$ cat config.mk
export PLATFORM = sky130hd
export DESIGN_NAME = mcycle_arith
export DESIGN_NICKNAME = d
export VERILOG_FILES = /design/src/rtl/mcycle_arith.sv
export SDC_FILE = /design/constraint.sdc
export NUM_CORES = 1
export LEC_CHECK = 0
export ABC_CLOCK_PERIOD_IN_PS = 3700
export CELL_PAD_IN_SITES_DETAIL_PLACEMENT = 1
export CELL_PAD_IN_SITES_GLOBAL_PLACEMENT = 2
export CORE_UTILIZATION = 33
export DETAILED_ROUTE_END_ITERATION = 10
export GPL_TIMING_DRIVEN = 0
export PLACE_DENSITY = 0.77
export SLEW_MARGIN = 20
export SYNTH_ARGS = -nofsm -noshare
export SYNTH_HDL_FRONTEND = slang
export SYNTH_SLANG_ARGS = --single-unit
$ cat constraint.sdc
create_clock -name CLK -period 3.7 [get_ports CLK]
set_clock_uncertainty 0.1 [all_clocks]
set_input_delay 0.74 -clock CLK [delete_from_list [all_inputs] [get_ports CLK]]
set_output_delay 0.74 -clock CLK [all_outputs]
set_load 0.02 [all_outputs]
$ cat src/rtl/mcycle_arith.sv
// Multi-cycle multiply/divide unit: shift-add MUL and restoring DIV, one bit per cycle.
// Optional MUL early termination on exhausted multiplier bits via `MCYCLE_EARLY_TERM_EN.
module mcycle_arith #(
   parameter int WIDTH = 32
) (
   input  logic             CLK,
   input  logic             RESET_N,
   input  logic             Start,
   input  logic [1:0]       MCycleOp,
   input  logic [WIDTH-1:0] Operand1,
   input  logic [WIDTH-1:0] Operand2,
   output logic [WIDTH-1:0] Result1,
   output logic [WIDTH-1:0] Result2,
   output logic             Busy,
   output logic             Done
);
   localparam int CW = $clog2(WIDTH) + 1;
   localparam logic [CW-1:0] LAST_CNT = CW'(WIDTH);

   typedef enum logic [1:0] {
      IDLE    = 2'b00,
      COMPUTE = 2'b01,
      DONE    = 2'b10
   } state_t;

   function automatic logic [WIDTH-1:0] magnitude(input logic [WIDTH-1:0] v, input logic is_signed);
      if (is_signed && v[WIDTH-1]) begin
         magnitude = {WIDTH{1'b0}} - v;
      end else begin
         magnitude = v;
      end
   endfunction

   state_t             state_q;
   logic [CW-1:0]      cnt_q;
   logic [2*WIDTH-1:0] acc_q;
   logic [2*WIDTH-1:0] mcand_q;
   logic [WIDTH-1:0]   mr_q;
   logic [WIDTH-1:0]   raw1_q;
   logic [WIDTH-1:0]   res1_q;
   logic [WIDTH-1:0]   res2_q;
   logic               is_div_q;
   logic               neg_q;
   logic               neg_rem_q;
   logic               dz_q;
   logic               busy_q;
   logic               done_q;

   logic               is_signed_s;
   logic [WIDTH-1:0]   mag1_s;
   logic [WIDTH-1:0]   mag2_s;
   logic [2*WIDTH-1:0] mul_acc_s;
   logic [WIDTH:0]     div_trial_s;
   logic               div_ge_s;
   logic [WIDTH-1:0]   div_rem_s;
   logic [2*WIDTH-1:0] div_acc_s;
   logic [2*WIDTH-1:0] prod_s;
   logic [WIDTH-1:0]   quot_s;
   logic [WIDTH-1:0]   rem_s;
   logic               fin_s;

   // One datapath step for each operation plus the sign-corrected final values.
   always_comb begin
      is_signed_s = ~MCycleOp[0];
      mag1_s      = magnitude(Operand1, is_signed_s);
      mag2_s      = magnitude(Operand2, is_signed_s);

      if (mr_q[0]) begin
         mul_acc_s = acc_q + mcand_q;
      end else begin
         mul_acc_s = acc_q;
      end

      // acc_q holds {partial remainder, dividend bits shifting out / quotient bits shifting in}
      div_trial_s = {acc_q[2*WIDTH-1:WIDTH], acc_q[WIDTH-1]};
      div_ge_s    = (div_trial_s >= {1'b0, mr_q});
      if (div_ge_s) begin
         div_rem_s = WIDTH'(div_trial_s - {1'b0, mr_q});
      end else begin
         div_rem_s = div_trial_s[WIDTH-1:0];
      end
      div_acc_s = {div_rem_s, acc_q[WIDTH-2:0], div_ge_s};

      if (neg_q) begin
         prod_s = {(2*WIDTH){1'b0}} - acc_q;
         quot_s = {WIDTH{1'b0}} - acc_q[WIDTH-1:0];
      end else begin
         prod_s = acc_q;
         quot_s = acc_q[WIDTH-1:0];
      end
      if (neg_rem_q) begin
         rem_s = {WIDTH{1'b0}} - acc_q[2*WIDTH-1:WIDTH];
      end else begin
         rem_s = acc_q[2*WIDTH-1:WIDTH];
      end

`ifdef MCYCLE_EARLY_TERM_EN
      fin_s = (cnt_q == LAST_CNT) ||
              (!is_div_q && (cnt_q != {CW{1'b0}}) && (mr_q == {WIDTH{1'b0}}));
`else
      fin_s = (cnt_q == LAST_CNT);
`endif
   end

   // Control FSM, iteration datapath and registered outputs.
   always_ff @(posedge CLK or negedge RESET_N) begin
      if (!RESET_N) begin
         state_q   <= IDLE;
         cnt_q     <= {CW{1'b0}};
         acc_q     <= {(2*WIDTH){1'b0}};
         mcand_q   <= {(2*WIDTH){1'b0}};
         mr_q      <= {WIDTH{1'b0}};
         raw1_q    <= {WIDTH{1'b0}};
         res1_q    <= {WIDTH{1'b0}};
         res2_q    <= {WIDTH{1'b0}};
         is_div_q  <= 1'b0;
         neg_q     <= 1'b0;
         neg_rem_q <= 1'b0;
         dz_q      <= 1'b0;
         busy_q    <= 1'b0;
         done_q    <= 1'b0;
      end else begin
         case (state_q)
            IDLE: begin
               done_q <= 1'b0;
               if (Start) begin
                  state_q   <= COMPUTE;
                  busy_q    <= 1'b1;
                  cnt_q     <= {CW{1'b0}};
                  is_div_q  <= MCycleOp[1];
                  neg_q     <= is_signed_s & (Operand1[WIDTH-1] ^ Operand2[WIDTH-1]);
                  neg_rem_q <= is_signed_s & Operand1[WIDTH-1];
                  dz_q      <= MCycleOp[1] & (Operand2 == {WIDTH{1'b0}});
                  raw1_q    <= Operand1;
                  mr_q      <= mag2_s;
                  mcand_q   <= {{WIDTH{1'b0}}, mag1_s};
                  acc_q     <= MCycleOp[1] ? {{WIDTH{1'b0}}, mag1_s} : {(2*WIDTH){1'b0}};
               end else begin
                  busy_q <= 1'b0;
               end
            end
            COMPUTE: begin
               if (fin_s) begin
                  state_q <= DONE;
                  busy_q  <= 1'b0;
                  done_q  <= 1'b1;
                  if (!is_div_q) begin
                     res1_q <= prod_s[WIDTH-1:0];
                     res2_q <= prod_s[2*WIDTH-1:WIDTH];
                  end else if (dz_q) begin
                     res1_q <= {WIDTH{1'b1}};
                     res2_q <= raw1_q;
                  end else begin
                     res1_q <= quot_s;
                     res2_q <= rem_s;
                  end
               end else begin
                  cnt_q <= cnt_q + CW'(1);
                  if (is_div_q) begin
                     acc_q <= div_acc_s;
                  end else begin
                     acc_q   <= mul_acc_s;
                     mcand_q <= mcand_q << 1;
                     mr_q    <= mr_q >> 1;
                  end
               end
            end
            DONE: begin
               state_q <= IDLE;
               busy_q  <= 1'b0;
               done_q  <= 1'b0;
            end
            default: begin
               state_q <= IDLE;
               busy_q  <= 1'b0;
               done_q  <= 1'b0;
            end
         endcase
      end
   end

   assign Busy    = busy_q;
   assign Done    = done_q;
   assign Result1 = res1_q;
   assign Result2 = res2_q;

endmodule

==> metrics.md, run 1 <==
| Metric | Value |
|---|---|
| Achievable frequency | `about 270 MHz` |
| Via count of the first global-routing pass | `21930` |
| Setup violators final | `2` |
| Routed len/inst | `25.46 um` |
| Number of synthesized register bits | `270` |
| Min Clock Period, post-route | `3.710 ns` |
| Count of input and output buffers | `134` |
| Syn_nets | `2833` |
| Slew of the pin with the lowest slew margin | `1.078 ns` |
| Final max-slew violation count | `0` |
| Internal reg-to-reg setup slack | `-0.01 ns` |
| Detail Placement HPWL | `74.42 mm` |
| Data required time at the worst endpoint | `slightly above 4 ns` |
| Leading register cell type out of synthesis | `dfrtp_1` |
| Final cell utilization of the core | `between 40% and 50%` |
| DRC Markers | `0` |
| Number of max-capacitance violations reported | `0` |
| Post-synth cell types | `85` |
| Number of enable-type register cells in the synthesized netlist | `0` |
| Crit path arrival time | `4.06 ns` |
| Kind of critical path | `flop to flop` |
| Overall die area | `64180 um2` |
| Share of layout cells above drive strength 1 | `8.143%` |
| Max FO, Critical Path | `5` |
| Total via count in the routed design | `~21000` |
| Number of antenna violations at the first check in global routing | `1` |
| Endpoints failing hold | `0` |
| Outcome | `finished, violations left` |
| Worst Setup Start Kind | `flop` |
| Setup repair after global routing missed its margin | `yes` |
| Critical path's largest stage delay | `0.60 ns` |
| Clock transition at the registers of the reported paths | `0.06 ns` |
| Crit-path cells | `inv_1 -> ha_1 -> nand2b_1 -> nand4bb_2 -> or4_4 -> nor3_2 -> nand2_2 -> or4_1 -> o41ai_2 -> xnor2_1 -> o21ai_1 -> nand2_1` |
| Synthesized area divided by synthesized cell count | `7.834 um2` |
| Post-synth design cell area | `approximately 21000 um2` |
| Maximum number of pins on one net before global-route repair | `93` |
| Portion of the post-synthesis area used by sequential elements | `32.41%` |
| TritonCTS clock tree | `yes` |
| Global-route wire length before repair | `140.9 mm` |
| Final net count | `3031` |
| Placeable core region | `62050 um2` |
| Worst hold path class | `flop to flop` |
| Failing checks | `setup timing` |
| I/O pins | `135` |
| Residual antenna-violating net count after detailed routing | `0` |
| Row Count | `91` |
| Count of warnings emitted by yosys | `0` |
| TritonCTS sink count | `270` |
| Clock latency at the later pin of the worst-skew pair | `0.57 ns` |
| Relative area change from synthesis to final layout | `22.33%` |
| Final routed wirelength across all metal layers | `94.85 mm` |
| Number of clock buffers inserted by TritonCTS | `38` |
| Total congestion overflow after global routing | `0` |
| Horizontal die dimension | `~250 um` |
| Max H-tree Level | `2` |
| Total of fill cells in the finished design | `7415` |
| Setup slack of the critical path after layout | `-0.01002 ns` |
| Standard cell with the maximum stage delay on the critical path | `or4_4` |
| Tightest slew margin relative to the limit | `27.88%` |
| Number of optimization iterations in the first detailed-route pass | `7` |
| Instance count of the mapped netlist | `2661` |
| Clock tree root driver cell | `clkbuf_16` |
| Y dimension of the die | `between 200 and 300 um` |
| Via/cell ratio | `between 5 and 6` |
| Post-route fraction of the period consumed by the critical path | `100.3%` |
| Critical path capture point type | `flop` |
| Initial Utilization | `33.59%` |
| Multi-input logic area | `around 14000 um2` |
| Register cell area after layout | `6769 um2` |
| Violation count after the first detailed-route iteration | `1615` |
| Last weighted congestion value of the routability-driven placer | `0.9310` |
| Number of buffers on the longest clock path | `3` |
| Aggregate global-route resource usage | `29.18%` |
| Share of flip-flops with an asynchronous set or reset after synthesis | `100.0%` |
metal layers:
metal / up-vias / GRT usage (%) / share of wire (%)
li1: 9871 / - / -
met1: 10880 / 40.50 / 46
met2: 628 / 46.79 / 46
met3: 110 / 4.174 / 5.9
met4: 0 / 8.312 / 2.6
met5: - / 0 / 0
Yosys cell counts, types with 15 or more instances:
library cell / number / area share, %
nand2_1: 449 / 8.1
o21ai_0: 300 / 7.2
dfrtp_1: 270 / 32
a21oi_1: 214 / 5.1
nor2_1: 211 / 3.8
clkbuf_1: 162 / 2.9
xnor2_1: 126 / 5.3
xor2_1: 107 / 4.5
ha_1: 101 / 6.1
inv_1: 65 / 1.2
a21o_1: 60 / 2.2
o211ai_1: 46 / 1.7
mux2i_1: 38 / 1.8
nand3_1: 38 / 0.91
o31ai_1: 37 / 1.3
o21a_1: 31 / 1.1
nand4_1: 27 / 0.81
o221ai_1: 27 / 1.1
nor3_1: 25 / 0.60
or3_1: 25 / 0.75
a31oi_1: 21 / 0.63
nor4_1: 20 / 0.60
or4_1: 17 / 0.61
buf_1: 16 / 0.29
nand2b_1: 16 / 0.48
a211oi_1: 15 / 0.54
sequential cells by signal (all words and copies together), names as in the netlist, 2 cells and up:
register	count
cnt_q	6
raw1_q	32
state_q	2
Result2	32
mr_q	32
mcand_q	64
acc_q	64
Result1	32
timing repair:
action / CTS / global route
cloned: 0 / 1
hold endpoints to repair: 29 / 0
hold buffers: 1 / 0
resized for setup: 107 / 91
pin swaps: 17 / 21
setup buffers: 12 / 18
setup endpoints to repair: 70 / 102
cell type report:
class,count,share of cell area [%]
buffer,170,2.684
multi-input combinational,2143,54.04
inverter,67,0.9862
timing repair buffer,169,6.653
clock inverter,9,0.5103
antenna,2,0.01963
tap,837,4.107
sequential,270,26.54
clock buffer,58,4.460
metrics by stage:
stage	hold slack, ns	setup slack, ns	std cells	area, um2	TNS, ns
5_1_grt	0.4173	-0.08936	3723	25500	-0.5050
3_3_place_gp	0.3583	-10.65	3632	23230	-2920.50
3_5_place_dp	0.3686	-1.139	3635	23330	-53.16
2_1_floorplan	0.3401	0.1561	2661	20850	0
4_1_cts	0.3861	-0.01110	3713	25090	-0.01110
6_report	0.3789	-0.01002	3725	25500	-0.01197
final timing paths:
| path | cells past startpoint | end | from |
|---|---|---|---|
| max in group asynchronous | 4 | acc_q[16] | RESET_N |
| min in group asynchronous | 2 | Result2[12] | RESET_N |
| min | 2 | Result2[2] | Result2[2] |
| min reg2reg | 2 | Result2[2] | Result2[2] |
| max reg2reg | 12 | Result2[20] | acc_q[0] |
| max | 12 | Result2[20] | acc_q[0] |
critical path: cells and delay by family, from the launching register on:
family / cells / cell delay (ns)
flip-flops: 1 / 0.45
buffers and inverters: 1 / 0.21
AO/OA/AOI/OAI: 2 / 0.46
XOR/XNOR: 1 / 0.11
adder cells (fa/ha/maj): 1 / 0.21
AND/OR/NAND/NOR: 7 / 2.06
cells in the final DEF, fill, tap and decap left out, types with 18 or more instances in the layout:
master | synthesis | layout
clkbuf_1 | 162 | 153
o21ai_1 | 10 | 31
a31oi_1 | 21 | 18
a21oi_1 | 214 | 199
o21a_1 | 31 | 30
a21o_1 | 60 | 60
o31ai_1 | 37 | 34
clkdlybuf4s50_1 | 0 | 124
or3_1 | 25 | 22
dfrtp_1 | 270 | 260
nand3_1 | 38 | 37
xor2_1 | 107 | 106
inv_1 | 65 | 64
mux2i_1 | 38 | 37
o221ai_1 | 27 | 27
o21ai_0 | 300 | 267
nor3_1 | 25 | 18
ha_1 | 101 | 95
buf_4 | 0 | 30
xnor2_1 | 126 | 126
clkbuf_16 | 0 | 40
nor2_1 | 211 | 209
o211ai_1 | 46 | 46
nand4_1 | 27 | 27
nand2_1 | 449 | 445
kinds of logic after synthesis:
logic type,count (synthesis),synth area share (%)
xor+xnor,233,9.789
buf+inv,248,4.513
fa+ha+maj,103,6.254
flops,270,32.41
mux,42,2.041
compound gates,869,25.85
simple gates,896,19.14
Power of run 1 is not shown: default switching activity piles up to over one toggle a cycle in this logic, so the estimate is an artifact.
==> run 2, diff against run 1 <==
--- a/config.mk
+++ b/config.mk
@@ -5,13 +5,13 @@
 export SDC_FILE = /design/constraint.sdc
 export NUM_CORES = 1
 export LEC_CHECK = 0
-export ABC_CLOCK_PERIOD_IN_PS = 3700
+export ABC_CLOCK_PERIOD_IN_PS = 4600
 export CELL_PAD_IN_SITES_DETAIL_PLACEMENT = 1
 export CELL_PAD_IN_SITES_GLOBAL_PLACEMENT = 2
-export CORE_UTILIZATION = 33
+export CORE_UTILIZATION = 39
 export DETAILED_ROUTE_END_ITERATION = 10
 export GPL_TIMING_DRIVEN = 0
-export PLACE_DENSITY = 0.77
+export PLACE_DENSITY = 0.86
 export SLEW_MARGIN = 20
 export SYNTH_ARGS = -nofsm -noshare
 export SYNTH_HDL_FRONTEND = slang
==> constraint.sdc (replaced) <==
create_clock -name CLK -period 4.6 [get_ports CLK]
set_clock_uncertainty 0.1 [all_clocks]
set_input_delay 0.92 -clock CLK [delete_from_list [all_inputs] [get_ports CLK]]
set_output_delay 0.92 -clock CLK [all_outputs]
set_load 0.02 [all_outputs]
==> run 2 against run 1 <==
The run now ends clean; first-iteration DRC count decreased by 5.8%; die area down 15%; global-route usage rose by 4.9 points; via count is essentially flat; non-clock buffer count is 21 lower; cell count decreased by 4.7%; sequential share of layout area grew 1.1 points; maximum frequency fell by 19%; clock-buffer cell count fell by 11; sequential cell count stayed put; register-to-register slack improved by 0.05 ns; core utilization increased by 5.3 points; largest cell class unchanged; highest routed layer unchanged.
==> metrics.md, run 2 (synthesis gave the netlist of run 1 again) <==
| Metric | Value |
|---|---|
| Setup violators final | `0 (-2)` |
| Design Area, Final | `24420 um2 (-4.2%)` |
| Final cell utilization of the core | `46.38% (+5.3 points)` |
| Detail Placement HPWL | `72.97 mm (-2.0%)` |
| Endpoints failing hold | `0 (unchanged)` |
| Number of optimization iterations in the first detailed-route pass | `7 (unchanged)` |
| Global-route wire length before repair | `138.4 mm (-1.8%)` |
| Placeable core region | `52660 um2 (-15%)` |
| Switching Power | `12.96 mW` |
| Max FO, Critical Path | `5 (unchanged)` |
| Worst Setup Start Kind | `flop` |
| Number of max-capacitance violations reported | `0 (unchanged)` |
| Routed len/inst | `25.99 um (+2.1%)` |
| Family with the most delay on the worst path | `compound AO/OA/AOI/OAI gates` |
| Metal3 WL | `6.172 mm (+11%)` |
| Final net count | `3009 (-0.73%)` |
| Placement Setup Slack | `-0.2774 ns (+0.8616 ns)` |
| TritonCTS sink count | `270 (unchanged)` |
| Logic pwr share | `67.1%` |
| Total congestion overflow after global routing | `0 (unchanged)` |
| Row Count | `84 (-7.7%)` |
| Maximum number of pins on one net before global-route repair | `84 (-9.7%)` |
| Setup slack of the critical path after layout | `0.04278 ns (+0.05280 ns)` |
| I/O pins | `135 (unchanged)` |
| Clock latency at the later pin of the worst-skew pair | `0.57 ns (about the same)` |
| Horizontal die dimension | `233.2 um (-7.9%)` |
| CTS hold repair buffers | `0 (-1)` |
| Clock transition at the registers of the reported paths | `0.06 ns (about the same)` |
| Most frequent standard cell in the layout excluding fill and tap cells | `nand2_1` |
| Portion of total power attributed to the clock network | `roughly an eighth` |
| Final max-slew violation count | `0 (unchanged)` |
| Slew of the pin with the lowest slew margin | `1.119 ns (+0.04141 ns)` |
| Number of antenna violations at the first check in global routing | `1 (unchanged)` |
| Achievable frequency | `219.4 MHz (-19%)` |
| Count of input and output buffers | `134 (unchanged)` |
| Most used cells in the layout excluding fill and tap cells | `449 x nand2_1, 298 x o21ai_0, 270 x dfrtp_1, 213 x a21oi_1, 210 x nor2_1` |
| Tightest slew margin relative to the limit | `24.20% (-3.7 points)` |
| Final routed wirelength across all metal layers | `92.28 mm (-2.7%)` |
| Antenna cell count | `0 (-2)` |
| Last weighted congestion value of the routability-driven placer | `0.9237 (-0.78%)` |
| Outcome | `finished, final reports clean` |
| Post-detailed-placement cell area | `23150 um2 (-0.79%)` |
| Crit path arrival time | `4.86 ns (+0.80 ns)` |
| Worst Path Buf+Inv | `0 (-1)` |
| Min Clock Period, post-route | `4.557 ns (+0.8472 ns)` |
| Met2 routed wirelength | `40.07 mm (-7.6%)` |
| Worst hold margin | `0.1050 ns (-0.2739 ns)` |
| TritonCTS clock tree | `yes` |
| Share of layout cells above drive strength 1 | `3.529% (-4.6 points)` |
| Max H-tree Level | `2 (unchanged)` |
| Placed Instances | `3486 (-4.1%)` |
| Clock tree root driver cell | `clkbuf_16` |
| Setup repair after global routing missed its margin | `no` |
| Kind of critical path | `flop to flop` |
| Met1 Wirelength | `41.73 mm (-3.8%)` |
| Filler-free cell count of the finished design | `3550 (-4.7%)` |
| Static leakage power | `10.03 nW` |
| Initial Utilization | `39.59% (+6.0 points)` |
| Data required time at the worst endpoint | `4.90 ns (+0.85 ns)` |
| Violation count after the first detailed-route iteration | `1521 (-5.8%)` |
| Standard cell with the maximum stage delay on the critical path | `o311ai_1` |
| Number of buffers on the longest clock path | `3 (unchanged)` |
| Residual antenna-violating net count after detailed routing | `0 (unchanged)` |
| Critical path capture point type | `flop` |
| Register share of total power | `20.1%` |
| Overall die area | `54380 um2 (-15%)` |
| Post-route fraction of the period consumed by the critical path | `99.07% (-1.2 points)` |
| Aggregate global-route resource usage | `34.08% (+4.9 points)` |
| Power density of the placed cells | `approximately 980 nW/um2` |
| Net switching share of the total power | `around 54%` |
| Via count of the first global-routing pass | `21940 (+0.068%)` |
| Relative area change from synthesis to final layout | `17.15%` |
| Via/cell ratio | `6.050 (+4.9%)` |
| Largest voltage drop on the vdd net | `0.0003645 V` |
| DR top layer | `met4` |
| Total negative slack for setup checks | `0 ns (+0.01197 ns)` |
| Largest registers | `acc_q x64, mcand_q x64` |
| Total design power | `23.94 mW` |
| Worst hold path class | `primary input to asynchronous set/reset pin` |
| Total via count in the routed design | `21480 (-0.042%)` |
| DRC Markers | `0 (unchanged)` |
| Y dimension of the die | `233.2 um (-7.9%)` |
| Crit-path cells | `ha_1 -> fa_1 -> a21o_1 -> a221oi_2 -> o21a_1 -> o311ai_1 -> o31ai_1 -> a2111oi_2 -> nor2_1 -> o21ai_0 -> xnor2_1 -> o221ai_1` |
| Cell-internal power | `10.98 mW` |
| Number of clock buffers inserted by TritonCTS | `37 (-2.6%)` |
| Critical path's largest stage delay | `0.95 ns (+0.35 ns)` |
==> run 2: changes by cell type in the layout (fill, tap and decap cells not counted), sizes merged, moves of 4 or more <==
cell,change
buf,-31
clkdlybuf4s50,+9
clkinv,+5
dlygate4sd2,-4
dlymetal6s2s,-5
==> run 2: layout make-up <==
cell class | instances | area (um2)
Buffer | 181 | 693.2
Fill cell | 6399 | 28230
Tap cell | 688 | 860.8
Clock buffer | 47 | 1023
Clock inverter | 17 | 220.2
Sequential cell | 270 | 6756
Inverter | 67 | 251.5
Multi-Input combinational cell | 2143 | 13190
Timing Repair Buffer | 137 | 1429
==> run 2: power by group through the flow <==
stage	clock (mW)	sequential (mW)	combinational (mW)
2_1_floorplan	0	4.55	10.2
3_3_place_gp	0	4.76	15.3
3_5_place_dp	0	4.80	15.7
4_1_cts	3.10	4.77	15.8
5_1_grt	3.18	4.93	17.5
6_report	3.07	4.81	16.1
==> run 2: final timing paths <==
check                      startpoint     endpoint  slack [ns]  cells after the start
setup / recovery             acc_q[0]    acc_q[52]        0.04                     12
setup reg to reg             acc_q[0]    acc_q[52]        0.04                     12
hold / removal                RESET_N  Result2[12]        0.10                      1
max in group asynchronous     RESET_N  Result1[26]        3.18                      3
hold reg to reg            Result2[1]   Result2[1]        0.38                      2
min in group CLK           Result2[1]   Result2[1]        0.38                      2
==> run 2: worst register-to-register path, stage by stage, from the launching register on <==
cell	delay, ns
dfrtp_1	0.43
ha_1	0.26
fa_1	0.26
a21o_1	0.18
a221oi_2	0.10
o21a_1	0.24
o311ai_1	0.96
o31ai_1	0.32
a2111oi_2	0.70
nor2_1	0.24
o21ai_0	0.26
xnor2_1	0.20
o221ai_1	0.16
==> run 2: what timing repair did <==
item | CTS | global route
hold endpoints to repair | 0 | 0
resized for setup | 6 | 5
endpoints found under the setup margin | 12 | 13
setup buffers | 0 | 0
==> run 2: routing by layer <==
| layer | GRT usage, % | vias up |
|---|---|---|
| met2 | 51.95 | 674 |
| met3 | 6.506 | 163 |
| met4 | 14.95 | 0 |
| met5 | 0 | - |
| met1 | 46.62 | 10810 |
| li1 | - | 9830 |
(Power assumes the default switching activity.)
